File: config.mk
export PLATFORM = sky130hd
export DESIGN_NAME = rr_arb4_ctrl_flat
export DESIGN_NICKNAME = d
export VERILOG_FILES = /design/src/rtl/rr_arb4_ctrl_if.sv /design/src/rtl/rr_arb4_ctrl.sv /design/src/flat_wrapper.sv
export SDC_FILE = /design/constraint.sdc
export NUM_CORES = 1
export LEC_CHECK = 0
export BUFFER_PORTS_ARGS = -buffer_cell sky130_fd_sc_hd__buf_2
export CAP_MARGIN = 0
export CORE_AREA = 10 10 62 64
export CTS_CLUSTER_DIAMETER = 60
export DETAILED_ROUTE_END_ITERATION = 10
export DIE_AREA = 0 0 72 74
export GPL_TIMING_DRIVEN = 0
export MAX_ROUTING_LAYER = met4
export SLEW_MARGIN = 30
export SYNTH_ARGS = -nofsm -noshare
export SYNTH_HDL_FRONTEND = slang
export SYNTH_SLANG_ARGS = --single-unit
File: constraint.sdc
create_clock -name CLK -period 2.25 [get_ports CLK]
set_clock_uncertainty 0.15 [all_clocks]
set_input_delay 0.45 -clock CLK [delete_from_list [all_inputs] [get_ports CLK]]
set_output_delay 0.45 -clock CLK [all_outputs]
set_load 0.02 [all_outputs]
File: src/rtl/rr_arb4_ctrl_if.sv
// Request/grant bundle between the requesters and the 4-way round-robin arbiter.
// The arbiter connects through the slave modport; the requester side uses master.
interface rr_arb4_ctrl_if;
  logic       EN;
  logic [3:0] REQ;
  logic [3:0] GNT;
  logic       GNT_VLD;
  logic [1:0] GNT_ID;
  logic       IDLE;

  modport master (
    output EN,
    output REQ,
    input  GNT,
    input  GNT_VLD,
    input  GNT_ID,
    input  IDLE
  );

  modport slave (
    input  EN,
    input  REQ,
    output GNT,
    output GNT_VLD,
    output GNT_ID,
    output IDLE
  );
endinterface

File: src/rtl/rr_arb4_ctrl.sv
// 4-requester round-robin arbiter with registered one-hot grant, break-before-make
// between owners and a bounded hold time when another requester is waiting.
module rr_arb4_ctrl #(
  parameter int unsigned HOLD_MAX = 8,
  parameter int unsigned CNT_W    = 4
) (
  input  logic                CLK,
  input  logic                RN,
  rr_arb4_ctrl_if.slave       bus
);

  localparam logic [CNT_W-1:0] HoldMax = CNT_W'(HOLD_MAX);
  localparam logic [CNT_W-1:0] CntOne  = CNT_W'(1);

  typedef enum logic [0:0] {
    StIdle,
    StGrant
  } state_e;

  state_e           state_q, state_d;
  logic [3:0]       gnt_q, gnt_d;
  logic             gnt_vld_q, gnt_vld_d;
  logic [1:0]       gnt_id_q, gnt_id_d;
  logic [1:0]       ptr_q, ptr_d;
  logic [CNT_W-1:0] cnt_q, cnt_d;

  logic [1:0] win;
  logic       win_found;
  logic [3:0] owner_mask;
  logic       rel;

  // First requester in search order ptr, ptr+1, ptr+2, ptr+3 (mod 4).
  always_comb begin
    win       = ptr_q;
    win_found = 1'b0;
    for (int k = 0; k < 4; k++) begin
      if (!win_found && bus.REQ[ptr_q + 2'(k)]) begin
        win       = ptr_q + 2'(k);
        win_found = 1'b1;
      end
    end
  end

  // Release on owner drop, disable, or hold limit reached with a competitor waiting.
  always_comb begin
    owner_mask = 4'b0001 << gnt_id_q;
    rel        = !bus.REQ[gnt_id_q] || !bus.EN ||
                 ((cnt_q == HoldMax) && ((bus.REQ & ~owner_mask) != 4'b0000));
  end

  always_comb begin
    state_d   = state_q;
    gnt_d     = gnt_q;
    gnt_vld_d = gnt_vld_q;
    gnt_id_d  = gnt_id_q;
    ptr_d     = ptr_q;
    cnt_d     = cnt_q;
    unique case (state_q)
      StIdle: begin
        if (bus.EN && win_found) begin
          gnt_d     = 4'b0001 << win;
          gnt_vld_d = 1'b1;
          gnt_id_d  = win;
          cnt_d     = CntOne;
          state_d   = StGrant;
        end
      end
      StGrant: begin
        if (rel) begin
          gnt_d     = 4'b0000;
          gnt_vld_d = 1'b0;
          ptr_d     = gnt_id_q + 2'd1;
          cnt_d     = '0;
          state_d   = StIdle;
        end else if (cnt_q < HoldMax) begin
          cnt_d = cnt_q + CntOne;
        end
      end
      default: begin
        gnt_d     = 4'b0000;
        gnt_vld_d = 1'b0;
        cnt_d     = '0;
        state_d   = StIdle;
      end
    endcase
  end

  always_ff @(posedge CLK or negedge RN) begin
    if (!RN) begin
      state_q   <= StIdle;
      gnt_q     <= 4'b0000;
      gnt_vld_q <= 1'b0;
      gnt_id_q  <= 2'd0;
      ptr_q     <= 2'd0;
      cnt_q     <= '0;
    end else begin
      state_q   <= state_d;
      gnt_q     <= gnt_d;
      gnt_vld_q <= gnt_vld_d;
      gnt_id_q  <= gnt_id_d;
      ptr_q     <= ptr_d;
      cnt_q     <= cnt_d;
    end
  end

  assign bus.GNT     = gnt_q;
  assign bus.GNT_VLD = gnt_vld_q;
  assign bus.GNT_ID  = gnt_id_q;
  assign bus.IDLE    = ~(bus.REQ[0] | bus.REQ[1] | bus.REQ[2] | bus.REQ[3]);

endmodule
File: src/flat_wrapper.sv
// flat-port wrapper written by rule: the top's interface ports become plain ports
module rr_arb4_ctrl_flat 
#(
  parameter int unsigned HOLD_MAX = 8,
  parameter int unsigned CNT_W    = 4
)
  (CLK, RN, bus_EN, bus_REQ, bus_GNT, bus_GNT_VLD, bus_GNT_ID, bus_IDLE);
  rr_arb4_ctrl_if bus_i ();
  input  logic CLK;
  input  logic RN;
  input wire logic [$bits(bus_i.EN)-1:0] bus_EN;
  input wire logic [$bits(bus_i.REQ)-1:0] bus_REQ;
  output wire logic [$bits(bus_i.GNT)-1:0] bus_GNT;
  output wire logic [$bits(bus_i.GNT_VLD)-1:0] bus_GNT_VLD;
  output wire logic [$bits(bus_i.GNT_ID)-1:0] bus_GNT_ID;
  output wire logic [$bits(bus_i.IDLE)-1:0] bus_IDLE;
  assign bus_i.EN = bus_EN;
  assign bus_i.REQ = bus_REQ;
  assign bus_GNT = bus_i.GNT;
  assign bus_GNT_VLD = bus_i.GNT_VLD;
  assign bus_GNT_ID = bus_i.GNT_ID;
  assign bus_IDLE = bus_i.IDLE;
  rr_arb4_ctrl #(.HOLD_MAX(HOLD_MAX), .CNT_W(CNT_W)) u_core (.CLK(CLK), .RN(RN), .bus(bus_i));
endmodule
==> flow_metrics.tcl, run 1 <==
set metrics [dict create \
    critPathCaptureType "flop" \
    core-area_um2 2660 \
    drcViolationCount 0 \
    synth-edff-count 0 \
    final_cell_area_um2 1040 \
    routed_via_density 5.26 \
    grt.overflow.total 0 \
    synth_top_family_by_area "compound AO/OA/AOI/OAI gates" \
    synth_compound_area_share_pct 23.3 \
    worst_slew_pin_slew_ps 467 \
    drv_slew 0 \
    peakVddDrop_uv 562 \
    grt_pass1_wl_um 3390 \
    arrival_ps 2070 \
    fp.dieH_um 74 \
    fmax_mhz 487 \
    final_layout_size_suffix_gt1_share_pct 23.6 \
    setup_violations 0 \
    synth_ff_type "dfrtp_1" \
    synthArstFlopShare_pct 100 \
    synth_area_leaders "dfrtp_1 (39%), ha_1 (8.4%), nor2b_1 (4.2%)" \
    final_nets 121 \
    clockBufferDepth 2 \
    cts_tree "yes" \
    yosys_warnings 0 \
    powerDensity_nw_per_um2 1090 \
    cts_max_level 1 \
    syn_nets 102 \
    cts_setup_buffers 0 \
    ys_seq_area_share_pct 39.0 \
    hold_viol 0 \
    initial_core_util_pct 33.7 \
    synthesis.area_um2 898 \
    synth_mux_area_share_pct 5.29 \
    synth-simple-area-share_pct 18.9 \
    fin_hold_ws_ps 375 \
    rsz0062_at_grt "false" \
    gp_congestion 0.786 \
    clock_tree.root_cell "clkbuf_4" \
    clk_pin_slew_ps 80 \
    port-buffer-count 13 \
    pwr-share-comb_pct 48.7 \
    synth_seq_cells 14 \
    antenna_found_initial 0 \
    period_share_pct 91.2 \
    dp_hpwl_um 1540 \
    grt_pass1_vias 733 \
    crit_path_max_fanout 9 \
    clock_power_share_pct 12.5 \
    internal_power_w 0.000623 \
    seqPwrFrac_pct 38.8 \
    min_period_ps 2050 \
    setup_tns_ps 0 \
    rows 19 \
    synthAdderAreaFrac_pct 8.36 \
    grt_max_degree 15 \
    cts_buffers 3 \
    routedWlPerCell_um 14.7 \
    crit_type "flop to flop" \
    fin_util_pct 38.9 \
    total_leakage_power_nw 0.458 \
    sw_frac_of_total_pct 44.6 \
    die_area_um2 5330 \
    syn_area_per_cell_um2 10.1 \
    synth_cell_type_count 34 \
    antenna_cells 0 \
    area_growth_pct 15.3 \
    synth_xor_area_share_pct 0 \
    synth_top_area_cell "dfrtp_1" \
    grt_use_total_pct 8.10 \
    clock_sinks 14 \
    ioPinCount 15 \
    crit_required_ps 2270 \
    drt_iter0_markers 13 \
    hold_path.class "flop to flop" \
    vias 720 \
    first_pass_iters 4 \
    start_kind "flop" \
    status "complete, no violations" \
    synth_top_area_share_pct 39.0 \
    drtAntennaViolNets 0 \
    die_w_um 72 \
    dp_cells 133 \
    slew_headroom_pct 68.8 \
    syn_inst 89 \
    insertion_delay_ps 270 \
    switchingPower_w 0.000502 \
    yosysMostFrequentCell "dfrtp_1" \
    routed_wl_um 2010 \
    synthTopCellsByCount "dfrtp_1 (14), nand2_1 (8), inv_1 (7)" \
    placed_cell_area_um2 1000 \
    max_cap_violations 0 \
    stdcell_count 137 \
]
cell usage in the layout, fill, tap and decap left out, drive strengths merged, types with 2 or more instances in the layout:
cell type / Yosys / final
nor2: 6 / 6
nor3: 3 / 3
o32ai: 4 / 4
nand2: 8 / 8
buf: 3 / 16
dfrtp: 14 / 14
nor2b: 6 / 6
nand3b: 2 / 2
clkbuf: 0 / 3
a21oi: 4 / 4
inv: 7 / 7
nand3: 3 / 3
o21ai: 4 / 4
ha: 6 / 6
layout make-up:
cell class,instances,area [um2]
buffer,3,20.0
clock buffer,3,22.5
fill,274,1630
inverter,7,26.3
multi-input combinational,65,502
sequential,14,352
tap,31,38.8
timing repair buffer,14,75.1
flip-flops by register name, indices dropped and copies added, names as in the netlist:
register and count:
u_core.bus.GNT 4, u_core.cnt_q 4, u_core.bus.GNT_ID 2, u_core.ptr_q 2, u_core.bus.GNT_VLD 1, u_core.state_q 1
metrics by stage:
stage	worst slack, ps	power [W]
6_report	199	0.00113
5_1_grt	86.7	0.00122
4_1_cts	78.7	0.00114
3_5_place_dp	113	0.000993
3_3_place_gp	148	0.000977
2_1_floorplan	205	0.000826
kinds of logic after synthesis:
family	Yosys count
AO/OA/AOI/OAI	24
AND/OR/NAND/NOR	32
flip-flops	14
multiplexers	3
buffers and inverters	10
adder cells (fa/ha/maj)	6
metal layers:
| metal | wire (um) | vias up | GRT usage, % | share of wire, % |
|---|---|---|---|---|
| met4 | 14 | 0 | 4.52 | 0.70 |
| met1 | 965 | 345 | 9.71 | 48 |
| met2 | 962 | 10 | 12.4 | 48 |
| met5 | 0 | - | - | 0 |
| met3 | 67 | 2 | 1.73 | 3.3 |
| li1 | - | 363 | - | - |
path summary, 6_finish.rpt:
| kind | start | end | slack, ps | cells after the start |
|---|---|---|---|---|
| worst min register to register | u_core.bus.GNT_VLD$_DFFE_PN0P_ | u_core.bus.GNT_VLD$_DFFE_PN0P_ | 370 | 2 |
| max in group asynchronous | RN | u_core.bus.GNT_ID[0]$_DFFE_PN0P_ | 1230 | 2 |
| min in group asynchronous | RN | u_core.bus.GNT[1]$_DFFE_PN0P_ | 450 | 2 |
| worst min-delay path | u_core.bus.GNT_VLD$_DFFE_PN0P_ | u_core.bus.GNT_VLD$_DFFE_PN0P_ | 370 | 2 |
| worst max-delay path | u_core.bus.GNT_ID[0]$_DFFE_PN0P_ | u_core.ptr_q[1]$_DFFE_PN0P_ | 200 | 6 |
| worst max register to register | u_core.bus.GNT_ID[0]$_DFFE_PN0P_ | u_core.ptr_q[1]$_DFFE_PN0P_ | 200 | 6 |
repair_timing:
| action | CTS | global route |
|---|---|---|
| endpoints found under the hold margin | 14 | 0 |
| resized for setup | 0 | 1 |
| hold buffers | 1 | 0 |
| setup endpoints to repair | 0 | 1 |
worst max-delay path, stage by stage, from the launching register on:
cell and delay [ps]:
dfrtp_2 480, inv_1 110, ha_1 160, nor2b_1 70
o41ai_4 440, a31oi_4 210, mux2_4 340
power groups by stage:
| stage | logic (W) | registers [W] | clock network [W] |
|---|---|---|---|
| after detailed placement | 0.000553 | 0.000440 | 0 |
| after CTS | 0.000559 | 0.000437 | 0.000146 |
| final | 0.000549 | 0.000437 | 0.000140 |
| after global routing | 0.000615 | 0.000453 | 0.000152 |
| after global placement | 0.000543 | 0.000434 | 0 |
| after floorplan | 0.000337 | 0.000490 | 0 |
Power figures use the tool's default switching activity.
==> run 2, diff against run 1 <==
CORE_AREA = 10 10 52 54   (was 10 10 62 64)
DIE_AREA = 0 0 62 64   (was 0 0 72 74)
PLACE_DENSITY = 0.75   (was default)
==> flow_metrics.tcl, run 2 (synthesized netlist as in run 1, its figures left out) <==
set metrics [dict create \
    status "complete, no violations" \
    grt_use_total_pct 10.7 \
    clk_pin_slew_ps 80 \
    setup_tns_ps 0 \
    fp.dieH_um 64 \
    gp_congestion 0.773 \
    fmax_mhz 485 \
    die_area_um2 3970 \
    final_nets 121 \
    power_w 0.00112 \
    drt_iter0_markers 11 \
    drcViolationCount 0 \
    initial_core_util_pct 52.6 \
    area_growth_pct 14.3 \
    first_pass_iters 4 \
    grt.overflow.total 0 \
    period_share_pct 91.7 \
    routedWlPerCell_um 14.8 \
    grt_max_degree 15 \
    final_layout_size_suffix_gt1_share_pct 22.6 \
    placed_cell_area_um2 995 \
    critPathCaptureType "flop" \
    arrival_ps 2080 \
    drv_slew 0 \
    final_cell_area_um2 1030 \
    slew_headroom_pct 70.2 \
    mostFrequentLayoutCells "buf_2 (14), dfrtp_1 (14), nand2_1 (8)" \
    worst_slew_pin_slew_ps 446 \
    crit_path_max_fanout 9 \
    hold_path.class "flop to flop" \
    rsz0062_at_grt "false" \
    min_period_ps 2060 \
    stdcell_count 131 \
    rows 15 \
    grt_pass1_vias 747 \
    powerDensity_nw_per_um2 1090 \
    crit_type "flop to flop" \
    cts_tree "yes" \
    num-fill-cells 146 \
    clock_tree.root_cell "clkbuf_4" \
    start_kind "flop" \
    dp_cells 127 \
    total_leakage_power_nw 0.459 \
    insertion_delay_ps 270 \
    place_ws_ps 150 \
    cts.repair.resized 0 \
    hold_viol 0 \
    routed_wl_um 1930 \
    crit_path_cell_trace "inv_1 -> ha_1 -> nor2b_1 -> o41ai_4 -> a31oi_4 -> mux2_4" \
    peakVddDrop_uv 613 \
    critPathMaxStageDelay_ps 480 \
    die_w_um 62 \
    core-area_um2 1710 \
    crit_required_ps 2260 \
    port-buffer-count 13 \
    antenna_found_initial 0 \
    routed_via_density 5.59 \
    ioPinCount 15 \
    antenna_cells 0 \
    grt_pass1_wl_um 3300 \
    max_cap_violations 0 \
    dp_hpwl_um 1470 \
    fin_ws_ps 188 \
    cts_buffers 3 \
    clock_sinks 14 \
    drtAntennaViolNets 0 \
    cts_max_level 1 \
    vias 732 \
    clockBufferDepth 2 \
    cp_slowest_cell "dfrtp_1" \
    setup_violations 0 \
]
## run 2: final timing paths
| path | from | to | slack [ps] | cells after the start |
|---|---|---|---|---|
| setup reg to reg | u_core.bus.GNT_ID[0]$_DFFE_PN0P_ | u_core.ptr_q[1]$_DFFE_PN0P_ | 190 | 6 |
| min in group asynchronous | RN | u_core.ptr_q[1]$_DFFE_PN0P_ | 440 | 2 |
| hold / removal | u_core.bus.GNT_VLD$_DFFE_PN0P_ | u_core.bus.GNT_VLD$_DFFE_PN0P_ | 370 | 2 |
| setup / recovery | u_core.bus.GNT_ID[0]$_DFFE_PN0P_ | u_core.ptr_q[1]$_DFFE_PN0P_ | 190 | 6 |
| max in group asynchronous | RN | u_core.cnt_q[3]$_DFFE_PN0P_ | 1270 | 2 |
| hold reg to reg | u_core.bus.GNT_VLD$_DFFE_PN0P_ | u_core.bus.GNT_VLD$_DFFE_PN0P_ | 370 | 2 |
## run 2: critical path: cells and delay by family, from the launching register on
| family | cells | cell delay, ps |
|---|---|---|
| muxes | 1 | 330 |
| DFF | 1 | 480 |
| buffers and inverters | 1 | 100 |
| AOI/OAI and AO/OA | 2 | 500 |
| and+or+nand+nor | 1 | 190 |
| adders and majority gates | 1 | 210 |
## run 2: power by group
part           switching [W]  internal, W
clock              0.0000738    0.0000618
sequential         0.0000908     0.000344
combinational       0.000331     0.000217
## run 2: metal layers
| layer | wire length [um] | part of all wire (%) | vias up | GRT usage (%) |
|---|---|---|---|---|
| li1 | - | - | 365 | - |
| met1 | 885 | 46 | 354 | 13.3 |
| met2 | 971 | 50 | 13 | 16.9 |
| met3 | 76 | 3.9 | 0 | 2.77 |
| met4 | 0 | 0 | 0 | 1.68 |
| met5 | 0 | 0 | - | - |
## run 2: metrics by stage
| stage | utilization, % | hold slack (ps) |
|---|---|---|
| detailed placement | 58.2 | 210 |
| CTS | 60.1 | 361 |
| finish | 60.1 | 368 |
| floorplan | - | 4.41 |
| global placement | 58.2 | 212 |
| global route | 60.1 | 402 |
## run 2: layout make-up
| type | instances | area [um2] | area share, % |
|---|---|---|---|
| clock buffer | 3 | 22.5 | 2.19 |
| inverter | 7 | 26.3 | 2.56 |
| sequential | 14 | 350 | 34.1 |
| timing repair buffer | 14 | 75.1 | 7.31 |
| multi-input combinational | 65 | 502 | 48.8 |
| buffer | 3 | 20.0 | 1.95 |
| tap | 25 | 31.3 | 3.05 |
## run 2: repair_timing
item                      CTS  global route
setup buffers               0             0
hold endpoints to repair   14             0
hold buffers                1             0
==> run 3, diff against run 2 <==
BUFFER_PORTS_ARGS = default   (was -buffer_cell sky130_fd_sc_hd__buf_2)
CORE_AREA = 10 10 50 52   (was 10 10 52 54)
DIE_AREA = 0 0 60 62   (was 0 0 62 64)
DONT_BUFFER_PORTS = 1   (was default)
PLACE_DENSITY = 0.73   (was 0.75)
==> flow_metrics.tcl, run 3 (synthesized netlist as in run 1, its figures left out) <==
set metrics [dict create \
    cts_buffers 3 \
    routed_via_density 6.15 \
    grt_pass1_vias 667 \
    die_area_um2 3720 \
    fmax_mhz 474 \
    stdcell_count 111 \
    drt_iter0_markers 9 \
    first_pass_iters 4 \
    worst_slew_pin_slew_ps 848 \
    crit_required_ps 2250 \
    period_share_pct 93.8 \
    antenna_cells 0 \
    antenna_found_initial 0 \
    cts_setup_buffers 0 \
    start_kind "flop" \
    total_leakage_power_nw 0.405 \
    grt_pass1_wl_um 3060 \
    setup_tns_ps 0 \
    vias 683 \
    power_w 0.00111 \
    routed_wl_um 1820 \
    max_cap_violations 0 \
    final_layout_size_suffix_gt1_share_pct 14.9 \
    crit_type "flop to flop" \
    dp_hpwl_um 1390 \
    critPathCaptureType "flop" \
    routedWlPerCell_um 16.4 \
    slew_headroom_pct 43.0 \
    crit_path_max_fanout 9 \
    drv_slew 0 \
    placed_cell_area_um2 920 \
    clockBufferDepth 2 \
    insertion_delay_ps 260 \
    port-buffer-count 0 \
    grt_max_degree 15 \
    drtAntennaViolNets 0 \
    hold_path.class "input pin to flop" \
    clock_sinks 14 \
    rows 15 \
    hold_viol 0 \
    clk_pin_slew_ps 80 \
    core-area_um2 1610 \
    area_growth_pct 7.80 \
    final_common_cell "dfrtp_1" \
    min_period_ps 2110 \
    grt.overflow.total 0 \
    num-fill-cells 134 \
    arrival_ps 2110 \
    gp_congestion 0.824 \
    fin_hold_ws_ps 264 \
    mostFrequentLayoutCells "dfrtp_1 (12), nand2_1 (8), inv_1 (7)" \
    dp_cells 106 \
    powerDensity_nw_per_um2 1140 \
    drcViolationCount 0 \
    peakVddDrop_uv 928 \
    cts_max_level 1 \
    final_nets 108 \
    setup_violations 0 \
    cts_tree "yes" \
    initial_core_util_pct 55.7 \
    clock_tree.root_cell "clkbuf_4" \
    final_cell_area_um2 968 \
    grt_use_total_pct 10.8 \
    die_w_um 60 \
    status "complete, no violations" \
    ioPinCount 15 \
    rsz0062_at_grt "false" \
    fp.dieH_um 62 \
]
-- run 3: changes by cell type in the layout (fill, tap and decap cells not counted), sizes merged --
cell,before,now
clkbuf,3,4
buf,16,3
-- run 3: per-layer routing --
metal,vias up,GRT usage [%],part of all wire (%)
li1,339,-,-
met1,325,13.5,45
met2,17,16.5,45
met3,2,3.86,8.8
met4,0,2.24,0.88
met5,-,-,0
-- run 3: stage by stage --
stage | setup slack, ps | utilization, %
3_3_place_gp | -36.8 | 57.0
2_1_floorplan | 205 | -
6_report | 140 | 60.0
4_1_cts | 66.3 | 59.9
3_5_place_dp | -97.6 | 57.0
5_1_grt | 25.9 | 60.0
-- run 3: report_power, final --
part / switching [W] / internal, W / total, W
clock: 0.0000759 / 0.0000981 / 0.000174
combinational: 0.000237 / 0.000178 / 0.000414
sequential: 0.000172 / 0.000347 / 0.000519
total: 0.000484 / 0.000623 / 0.00111
-- run 3: path summary, 6_finish.rpt --
kind / start / end / slack (ps) / cells past startpoint
max in group asynchronous: RN / u_core.bus.GNT_ID[1]$_DFFE_PN0P_ / 1010 / 1
setup / recovery: u_core.bus.GNT_ID[0]$_DFFE_PN0P_ / u_core.ptr_q[1]$_DFFE_PN0P_ / 140 / 6
min in group asynchronous: RN / u_core.cnt_q[0]$_DFFE_PN0P_ / 490 / 1
hold reg to reg: u_core.cnt_q[0]$_DFFE_PN0P_ / u_core.cnt_q[0]$_DFFE_PN0P_ / 410 / 1
setup reg to reg: u_core.bus.GNT_ID[0]$_DFFE_PN0P_ / u_core.ptr_q[1]$_DFFE_PN0P_ / 140 / 6
hold / removal: bus_EN / u_core.cnt_q[2]$_DFFE_PN0P_ / 260 / 2
-- run 3: layout make-up --
| type | count | area (um2) | share of cell area (%) |
|---|---|---|---|
| plain buffers | 3 | 20.0 | 2.07 |
| clock buffers | 4 | 36.3 | 3.75 |
| inverters | 7 | 26.3 | 2.71 |
| multi-input cells | 65 | 502 | 51.8 |
| flip-flops and latches | 14 | 353 | 36.4 |
| well taps | 17 | 21.3 | 2.20 |
| repair buffers | 1 | 10.0 | 1.03 |
-- run 3: timing repair --
| item | 4_1_cts | 5_1_grt |
|---|---|---|
| hold endpoints to repair | 14 | 0 |
| gates resized for setup | 1 | 1 |
| hold buffers | 1 | 0 |
| cloned | 0 | 0 |
| setup endpoints to repair | 1 | 1 |
-- run 3: worst max-delay path, cell delays in order, from the launching register on --
cell and delay, ps:
dfrtp_2 510, inv_1 100, ha_1 200, nor2b_1 190, o41ai_4 130, a31oi_4 370
mux2_4 340
